### src/rtl/ram_pkg.sv
`default_nettype none
// +----------------------------------------------------------------------+
// | ram_pkg                                                              |
// | Shared widths, read latency and burst-reader state encoding.         |
// | Rev 1.0                                                              |
// +----------------------------------------------------------------------+
package ram_pkg;

  localparam int unsigned RAM_D_WIDTH = 16;
  localparam int unsigned RAM_A_WIDTH = 5;
  localparam int unsigned RD_LATENCY  = 1;

  typedef enum logic [1:0] {
    ST_IDLE  = 2'd0,
    ST_READ  = 2'd1,
    ST_DRAIN = 2'd2
  } rd_state_e;

endpackage
`default_nettype wire

### src/rtl/ram_skid_buf2.sv
`default_nettype none
// +----------------------------------------------------------------------+
// | ram_skid_buf2                                                        |
// | Two-entry valid/ready FIFO; head entry drives the stream outputs.    |
// | Rev 1.0                                                              |
// +----------------------------------------------------------------------+
module ram_skid_buf2 #(
  parameter int unsigned W = 16
) (
  input  logic         clk,
  input  logic         rst_n,
  input  logic         push,
  input  logic [W-1:0] push_data,
  input  logic         pop,
  output logic [W-1:0] head_data,
  output logic         head_valid,
  output logic [1:0]   count
);

  logic [W-1:0] e0_q, e0_d;
  logic [W-1:0] e1_q, e1_d;
  logic [1:0]   cnt_q, cnt_d;

  always_ff @(posedge clk or negedge rst_n) begin
    if (!rst_n) begin
      e0_q  <= '0;
      e1_q  <= '0;
      cnt_q <= 2'd0;
    end else begin
      e0_q  <= e0_d;
      e1_q  <= e1_d;
      cnt_q <= cnt_d;
    end
  end

  // e0 is always the head; a pop from a full buffer shifts e1 forward.
  always_comb begin
    e0_d  = e0_q;
    e1_d  = e1_q;
    cnt_d = cnt_q;
    case (cnt_q)
      2'd0: begin
        if (push) begin
          e0_d  = push_data;
          cnt_d = 2'd1;
        end
      end
      2'd1: begin
        if (push && pop) begin
          e0_d = push_data;
        end else if (push) begin
          e1_d  = push_data;
          cnt_d = 2'd2;
        end else if (pop) begin
          cnt_d = 2'd0;
        end
      end
      default: begin
        if (pop) begin
          e0_d = e1_q;
          if (push) begin
            e1_d = push_data;
          end else begin
            cnt_d = 2'd1;
          end
        end
      end
    endcase
  end

  assign head_data  = e0_q;
  assign head_valid = (cnt_q != 2'd0);
  assign count      = cnt_q;

endmodule
`default_nettype wire

### src/rtl/ram_burst_reader.sv
`default_nettype none
// +----------------------------------------------------------------------+
// | ram_burst_reader                                                     |
// | Turns a burst request into RAM reads and a valid/ready beat stream.  |
// | Optional: RAM_BURST_READER_STALL_CNT_EN adds a saturating stall_count.|
// | Rev 1.0                                                              |
// +----------------------------------------------------------------------+
module ram_burst_reader
  import ram_pkg::*;
#(
  parameter int unsigned D_WIDTH = RAM_D_WIDTH,
  parameter int unsigned A_WIDTH = RAM_A_WIDTH
) (
  input  logic               clk,
  input  logic               rst_n,
  input  logic               start,
  input  logic [A_WIDTH-1:0] start_addr,
  input  logic [A_WIDTH:0]   length,
  output logic [A_WIDTH-1:0] address_read,
  input  logic [D_WIDTH-1:0] data_read,
  output logic [D_WIDTH-1:0] out_data,
  output logic               out_valid,
  input  logic               out_ready,
  output logic               out_last,
  output logic               busy,
  output logic               done
`ifdef RAM_BURST_READER_STALL_CNT_EN
  ,
  output logic [15:0]        stall_count
`endif
);

  // One beat waiting in the buffer plus one per cycle of read latency.
  localparam logic [2:0] CREDITS = 3'(1 + RD_LATENCY);

  rd_state_e            state_q, state_d;
  logic [A_WIDTH-1:0]   addr_cnt_q, addr_cnt_d;
  logic [A_WIDTH-1:0]   addr_hold_q, addr_hold_d;
  logic [A_WIDTH:0]     issue_cnt_q, issue_cnt_d;
  logic [A_WIDTH:0]     beat_cnt_q, beat_cnt_d;
  logic                 pending_q, pending_d;
  logic                 armed_q, armed_d;
  logic                 done_q, done_d;

  logic [1:0]           buf_count;
  logic                 pop;
  logic                 accept;
  logic                 issue;
  logic                 last_pop;
  logic [2:0]           inflight;

  ram_skid_buf2 #(
    .W (D_WIDTH)
  ) u_buf (
    .clk        (clk),
    .rst_n      (rst_n),
    .push       (pending_q),
    .push_data  (data_read),
    .pop        (pop),
    .head_data  (out_data),
    .head_valid (out_valid),
    .count      (buf_count)
  );

  assign pop      = out_valid && out_ready;
  assign accept   = (state_q == ST_IDLE) && start && (length != '0);
  assign last_pop = pop && (beat_cnt_q == (A_WIDTH+1)'(1));
  assign inflight = {1'b0, buf_count} + {2'b00, pending_q} - {2'b00, pop};
  // The first READ cycle only arms the issue path, fixing the start-to-address delay.
  assign issue    = (state_q == ST_READ) && armed_q && (inflight < CREDITS);

  // State register
  always_ff @(posedge clk or negedge rst_n) begin
    if (!rst_n) begin
      state_q <= ST_IDLE;
    end else begin
      state_q <= state_d;
    end
  end

  // Next-state logic
  always_comb begin
    state_d = state_q;
    case (state_q)
      ST_IDLE:  if (accept) state_d = ST_READ;
      ST_READ:  if (issue && (issue_cnt_q == (A_WIDTH+1)'(1))) state_d = ST_DRAIN;
      ST_DRAIN: if (last_pop) state_d = ST_IDLE;
      default:  state_d = ST_IDLE;
    endcase
  end

  always_ff @(posedge clk or negedge rst_n) begin
    if (!rst_n) begin
      addr_cnt_q  <= '0;
      addr_hold_q <= '0;
      issue_cnt_q <= '0;
      beat_cnt_q  <= '0;
      pending_q   <= 1'b0;
      armed_q     <= 1'b0;
      done_q      <= 1'b0;
    end else begin
      addr_cnt_q  <= addr_cnt_d;
      addr_hold_q <= addr_hold_d;
      issue_cnt_q <= issue_cnt_d;
      beat_cnt_q  <= beat_cnt_d;
      pending_q   <= pending_d;
      armed_q     <= armed_d;
      done_q      <= done_d;
    end
  end

  // Counter and credit updates
  always_comb begin
    addr_cnt_d  = addr_cnt_q;
    addr_hold_d = addr_hold_q;
    issue_cnt_d = issue_cnt_q;
    beat_cnt_d  = beat_cnt_q;
    pending_d   = issue;
    armed_d     = (state_q == ST_READ);
    done_d      = (state_q == ST_DRAIN) && last_pop;
    if (accept) begin
      addr_cnt_d  = start_addr;
      issue_cnt_d = length;
      beat_cnt_d  = length;
    end
    if (issue) begin
      addr_cnt_d  = addr_cnt_q + A_WIDTH'(1);
      addr_hold_d = addr_cnt_q;
      issue_cnt_d = issue_cnt_q - (A_WIDTH+1)'(1);
    end
    if (pop) begin
      beat_cnt_d = beat_cnt_q - (A_WIDTH+1)'(1);
    end
  end

  // Outputs
  always_comb begin
    address_read = issue ? addr_cnt_q : addr_hold_q;
    busy         = (state_q != ST_IDLE);
    done         = done_q;
    out_last     = out_valid && (beat_cnt_q == (A_WIDTH+1)'(1));
  end

`ifdef RAM_BURST_READER_STALL_CNT_EN
  logic [15:0] stall_cnt_q, stall_cnt_d;

  always_comb begin
    stall_cnt_d = stall_cnt_q;
    if (accept) begin
      stall_cnt_d = '0;
    end else if (out_valid && !out_ready && (stall_cnt_q != 16'hFFFF)) begin
      stall_cnt_d = stall_cnt_q + 16'd1;
    end
  end

  always_ff @(posedge clk or negedge rst_n) begin
    if (!rst_n) begin
      stall_cnt_q <= '0;
    end else begin
      stall_cnt_q <= stall_cnt_d;
    end
  end

  assign stall_count = stall_cnt_q;
`endif

endmodule
`default_nettype wire

### config.mk
export PLATFORM = sky130hd
export DESIGN_NAME = ram_burst_reader
export DESIGN_NICKNAME = d
export VERILOG_FILES = /design/src/rtl/ram_pkg.sv /design/src/rtl/ram_skid_buf2.sv /design/src/rtl/ram_burst_reader.sv
export SDC_FILE = /design/constraint.sdc
export NUM_CORES = 1
export LEC_CHECK = 0
export CAP_MARGIN = 20
export CORE_MARGIN = 10
export CORE_UTILIZATION = 40
export CTS_BUF_LIST = sky130_fd_sc_hd__clkbuf_4
export CTS_CLUSTER_DIAMETER = 80
export DETAILED_ROUTE_END_ITERATION = 10
export GPL_ROUTABILITY_DRIVEN = 0
export PLACE_DENSITY_LB_ADDON = 0.15
export SLEW_MARGIN = 20
export SYNTH_ARGS = -nofsm -noshare
export SYNTH_HDL_FRONTEND = slang
export SYNTH_SLANG_ARGS = --single-unit
### constraint.sdc
create_clock -name clk -period 8.9 [get_ports clk]
set_clock_uncertainty 0.1 [all_clocks]
set_input_delay 1.78 -clock clk [delete_from_list [all_inputs] [get_ports clk]]
set_output_delay 1.78 -clock clk [all_outputs]
set_load 0.1 [all_outputs]
==> flow_summary.ini, run 1 <==
[routing]
drt-total-wl_um = 6480
vias_per_cell = 5.02
drtIter0Drc = 73
drc = 0
dr.pass1.iters = 4
drt.antenna.violating_nets = 0
num_vias = 2162
wl_per_cell_um = 15.0

[clocking]
clockBufferDepth = 2
ctsHtreeMaxLevel = 3
cts_sinks = 61
cts_hold_buffers = 0
root_buffer = clkbuf_4
cts_inserted_buffers = 9
cts_resized = 0
cts.clk_slew.worst_paths_ns = 0.11
cts_setup_buffers = 0
clk_latency_ns = 0.40
cts_tree = built

[timing]
fin_crit_ns = 7.28
setup_viol = 0
rsz0062_at_grt = false
fin_setup_tns_ns = 0
post-route-period-util = 0.819
worstMarginPinSlew_ns = 1.01
fmax_mhz = 137
hold_violations = 0
slew_violations = 0
slew-limit-headroom = 0.324

[global_routing]
gr-total-overflow = 0
grt_pass1_vias = 2166
antenna_found_initial = 0
grt_max_degree = 62
grt_first_pass_wirelength_um = 10700
grt_usage = 0.119

[worst_setup_path]
max_stage_delay_ns = 1.14
endpoint_kind = primary output
reg2reg_depth = 11
cp.required_ns = 7.02
cp-start-kind = primary input
path_cells = clkdlybuf4s50_1 > nand2_1 > nor2_1 > o21ai_0 > fa_1 > and4b_1 > nand2_1 > buf_4 > inv_1 > nand2_1 > nand2_1 > clkdlybuf4s50_1
path_common_cell = nand2_1
crit_buf_inv = 4
path_class = primary input to primary output
crit_path_max_fanout = 18
crit_cells = 12
arrival_ns = 5.40
cp_top_family = buffers and inverters
critPathSlowestCell = clkdlybuf4s50_1

[run_status]
status = complete, no violations

[place]
hpwl_um = 4360
port_buffers = 55

[final_layout]
final_core_util = 0.517
area_growth_syn_to_layout_pct = 27.0
diodes = 0
fill_cells = 662
drive_above_1_share = 0.154
final_net_count = 364

[die]
rows = 31
ioPinCount = 56
initial_core_util = 0.407
die_area_um2 = 11100
dieWidth_um = 105
core_area_um2 = 7180
die_h_um = 105

[job]
max_cap_violations = 0

[synth]
ys_ff_latch = 61
muxShareOfSynthArea = 0.128
synth-compound-area-share = 0.137
synth_top_family_by_area = simple AND/OR/NAND/NOR gates
syn_area_um2 = 2920
synthAdderAreaFrac = 0.0283
synth_area_per_cell_um2 = 10.7
ys.flop_type = dfrtp_1
synth.distinct_cells = 48
yosysTopAreaCellShare = 0.522
synth_enable_flop_cells = 0
synth_area_leaders = dfrtp_1, mux2_2, mux2i_1
synth_xor_area_frac = 0.00599
syn_inst = 273
ys_async_sr_fraction = 1.00
yosys.area_share.simple = 0.143
yosysWarnings = 0
synth_top_cell_by_area = dfrtp_1
synth_nets = 310
ys_seq_area_frac = 0.522

[min_path]
hold_class = register to register
min_delay_path_depth = 2
## registers in the layout, indices dropped and copies added (netlist names)
signal and count:
state_q 2, armed_q 1, u_buf.count 2, u_buf.head_data 16, issue_cnt_q 6, done 1
addr_cnt_q 5, beat_cnt_q 6, pending_q 1, addr_hold_q 5, u_buf.e1_q 16
## final cells by class
cell class                      count  area, µm²  area share
Inverter                            9       33.8     0.00910
Sequential cell                    61       1530       0.411
Timing Repair Buffer               58        568       0.153
Clock buffer                        9       67.6      0.0182
Tap cell                           99        124      0.0334
Clock inverter                      7       98.8      0.0266
Multi-Input combinational cell    188       1290       0.348
## cells in the mapped netlist, drive strengths merged, types with 2 or more instances
master	instances
dfrtp	61
nor2	27
nand2	26
a21oi	22
mux2	19
mux2i	16
nor3	10
buf	9
inv	9
nand3	9
o21ai	7
clkbuf	6
ha	5
o221a	4
o211ai	3
o22ai	3
or3	3
a221o	2
a221oi	2
a31oi	2
and4	2
nand2b	2
nor3b	2
o21a	2
o22a	2
xnor2	2
## routing by layer
layer / vias up / track usage / wire length (µm)
met2: 42 / 0.176 / 2880
met4: 0 / 0.0294 / 61
met3: 6 / 0.0639 / 434
met1: 1033 / 0.148 / 3100
li1: 1081 / - / -
met5: - / 0 / 0
## worst reg2reg max path, delay by kind of cell (launching register included)
| kind | cells | cell delay, ns |
|---|---|---|
| buffers and inverters | 3 | 0.89 |
| and+or+nand+nor | 4 | 0.52 |
| adders and majority gates | 1 | 0.50 |
| muxes | 1 | 0.39 |
| AOI/OAI and AO/OA | 2 | 0.37 |
| DFF | 1 | 0.34 |
## cell families (layout without fill, tap and decap cells)
family,after synthesis,after routing
XOR/XNOR,2,2
AO/OA/AOI/OAI,57,57
buffers and inverters,24,83
adder cells (fa/ha/maj),6,6
flip-flops,61,61
AND/OR/NAND/NOR,88,88
multiplexers,35,35
## final timing paths
check / startpoint / end / slack [ns]
setup / recovery: out_ready / address_read[1] / 1.62
hold / removal: addr_hold_q[3] / addr_hold_q[3] / 0.39
setup reg to reg: u_buf.count[1] / issue_cnt_q[5] / 5.71
hold reg to reg: addr_hold_q[3] / addr_hold_q[3] / 0.39
max in group asynchronous: rst_n / beat_cnt_q[0] / 6.72
min in group asynchronous: rst_n / addr_hold_q[4] / 1.42
## placed cells by master (no fill, tap or decap), types with 2 or more instances in the layout
cell type,count
nand3_1,9
clkbuf_4,9
clkdlybuf4s50_1,54
nand2_1,26
buf_4,3
and4_1,2
o211ai_1,3
a221oi_1,2
dfrtp_1,61
o21a_1,2
o221a_2,3
ha_1,5
xnor2_1,2
or3_1,3
bufinv_16,2
clkinv_4,2
o22ai_1,3
a221o_2,2
nand2b_1,2
a21oi_1,22
inv_1,9
nor3_1,10
a31oi_1,2
mux2_2,19
nor2_1,27
o21ai_0,6
mux2i_1,16
## per-stage QoR
step / std cells / setup slack, ns / cell area (µm²) / hold slack (ns)
final: 431 / 1.62 / 3710 / 0.386
after global routing: 431 / 1.38 / 3710 / 0.408
after CTS: 431 / 1.60 / 3710 / 0.390
after detailed placement: 415 / 1.61 / 3540 / 0.362
after global placement: 415 / 1.68 / 3540 / 0.357
after floorplan: 273 / 2.70 / 2920 / 0.379
Power of run 1 is not shown: default switching activity piles up to over one toggle a cycle in this logic, so the estimate is an artifact.
==> inputs of run 2 (changes only) <==
clock period = 7.05 ns   (was 8.9 ns; I/O delays follow)
==> flow_summary.ini, run 2 (synthesis gave the netlist of run 1 again) <==
[timing]
fmax_mhz = 173
fin_crit_ns = 5.77
fin_setup_tns_ns = 0
hold_violations = 0
slew-limit-headroom = 0.305
worstMarginPinSlew_ns = 1.04
rsz0062_at_grt = false
slew_violations = 0
post-route-period-util = 0.818
setup_viol = 0

[clocking]
cts_sinks = 61
clk_latency_ns = 0.39
clockBufferDepth = 2
ctsHtreeMaxLevel = 3
cts_inserted_buffers = 9
cts_setup_buffers = 0
cts.clk_slew.worst_paths_ns = 0.11
cts_tree = built
root_buffer = clkbuf_4
cts_resized = 0
cts_hold_buffers = 0

[routing]
drtIter0Drc = 65
dr.pass1.iters = 4
wl_per_cell_um = 15.1
drt.antenna.violating_nets = 0
drc = 0
vias_per_cell = 5.06
drt-total-wl_um = 6520
num_vias = 2179

[die]
die_area_um2 = 11100
die_h_um = 105
initial_core_util = 0.407
core_area_um2 = 7180
rows = 31
dieWidth_um = 105
ioPinCount = 56

[worst_setup_path]
critPathSlowestCell = clkdlybuf4s50_1
cp_top_family = buffers and inverters
path_class = primary input to primary output
max_stage_delay_ns = 0.63
cp-start-kind = primary input
endpoint_kind = primary output
arrival_ns = 4.26
cp.required_ns = 5.54
crit_buf_inv = 4
crit_path_max_fanout = 18
path_cells = clkdlybuf4s50_1 > nand2_1 > nor2_1 > o21ai_0 > fa_1 > and4b_1 > nand2_1 > buf_4 > inv_1 > nand2_1 > nand2_1 > buf_4
path_common_cell = nand2_1

[global_routing]
gr-total-overflow = 0
top_usage_layer = met2
grt_use_met1 = 0.160
grt_pass1_vias = 2224
use_met3 = 0.0475
use_met2 = 0.177
grt_first_pass_wirelength_um = 11200
grt_usage = 0.122
antenna_found_initial = 0
grt_max_degree = 62

[final_layout]
final_net_count = 364
drive_above_1_share = 0.163
area_growth_syn_to_layout_pct = 24.5
final_cell_mix = dfrtp_1, clkdlybuf4s50_1, nor2_1
diodes = 0
final_common_cell = dfrtp_1

[place]
port_buffers = 55
hpwl_um = 4400

[min_path]
hold_class = register to register

[job]
max_cap_violations = 0

[run_status]
status = complete, no violations
-- run 2: cell count changes in the layout (fill, tap and decap cells not counted) --
cell | before | now
buf_4 | 3 | 8
bufinv_16 | 2 | 0
clkbuf_4 | 9 | 10
clkdlybuf4s50_1 | 54 | 49
clkinv_1 | 0 | 2
clkinv_2 | 1 | 3
clkinv_4 | 2 | 0
inv_6 | 1 | 0
-- run 2: area by class of cell --
class	instances	area, µm²
multi-input combinational	188	1290
inverter	9	33.8
sequential	61	1530
tap	99	124
timing repair buffer	58	556
fill	660	3540
clock buffer	10	75.1
clock inverter	6	30.0
-- run 2: stage by stage --
step | utilization | instance area (µm²) | std cells | worst slack (ns) | hold slack (ns)
2_1_floorplan | - | 2920 | 273 | 1.59 | 0.379
3_3_place_gp | 0.492 | 3530 | 415 | 1.42 | 0.359
3_5_place_dp | 0.492 | 3530 | 415 | 1.28 | 0.365
4_1_cts | 0.507 | 3640 | 431 | 1.27 | 0.392
5_1_grt | 0.507 | 3640 | 431 | 1.01 | 0.409
6_report | 0.507 | 3640 | 431 | 1.28 | 0.385
-- run 2: tightest hold or removal path: stages, from the launching register on --
cell and delay (ns):
dfrtp_1 0.34, nand2_1 0.04, nand2_1 0.07
-- run 2: worst paths after layout --
check / from / endpoint / slack, ns / depth (start not counted)
min in group asynchronous: rst_n / addr_hold_q[3] / 1.07 / 2
hold / removal: addr_hold_q[4] / addr_hold_q[4] / 0.39 / 2
setup / recovery: out_ready / address_read[2] / 1.28 / 12
setup reg to reg: u_buf.count[1] / issue_cnt_q[5] / 3.83 / 11
hold reg to reg: addr_hold_q[4] / addr_hold_q[4] / 0.39 / 2
max in group asynchronous: rst_n / u_buf.head_data[5] / 5.26 / 2
-- run 2: layer usage --
layer  vias up  wire length (µm)
li1       1083                 -
met1      1046              3130
met2        41              2920
met3         9               387
met4         0                80
met5         -                 0
Power of run 2 is left out for the same reason.
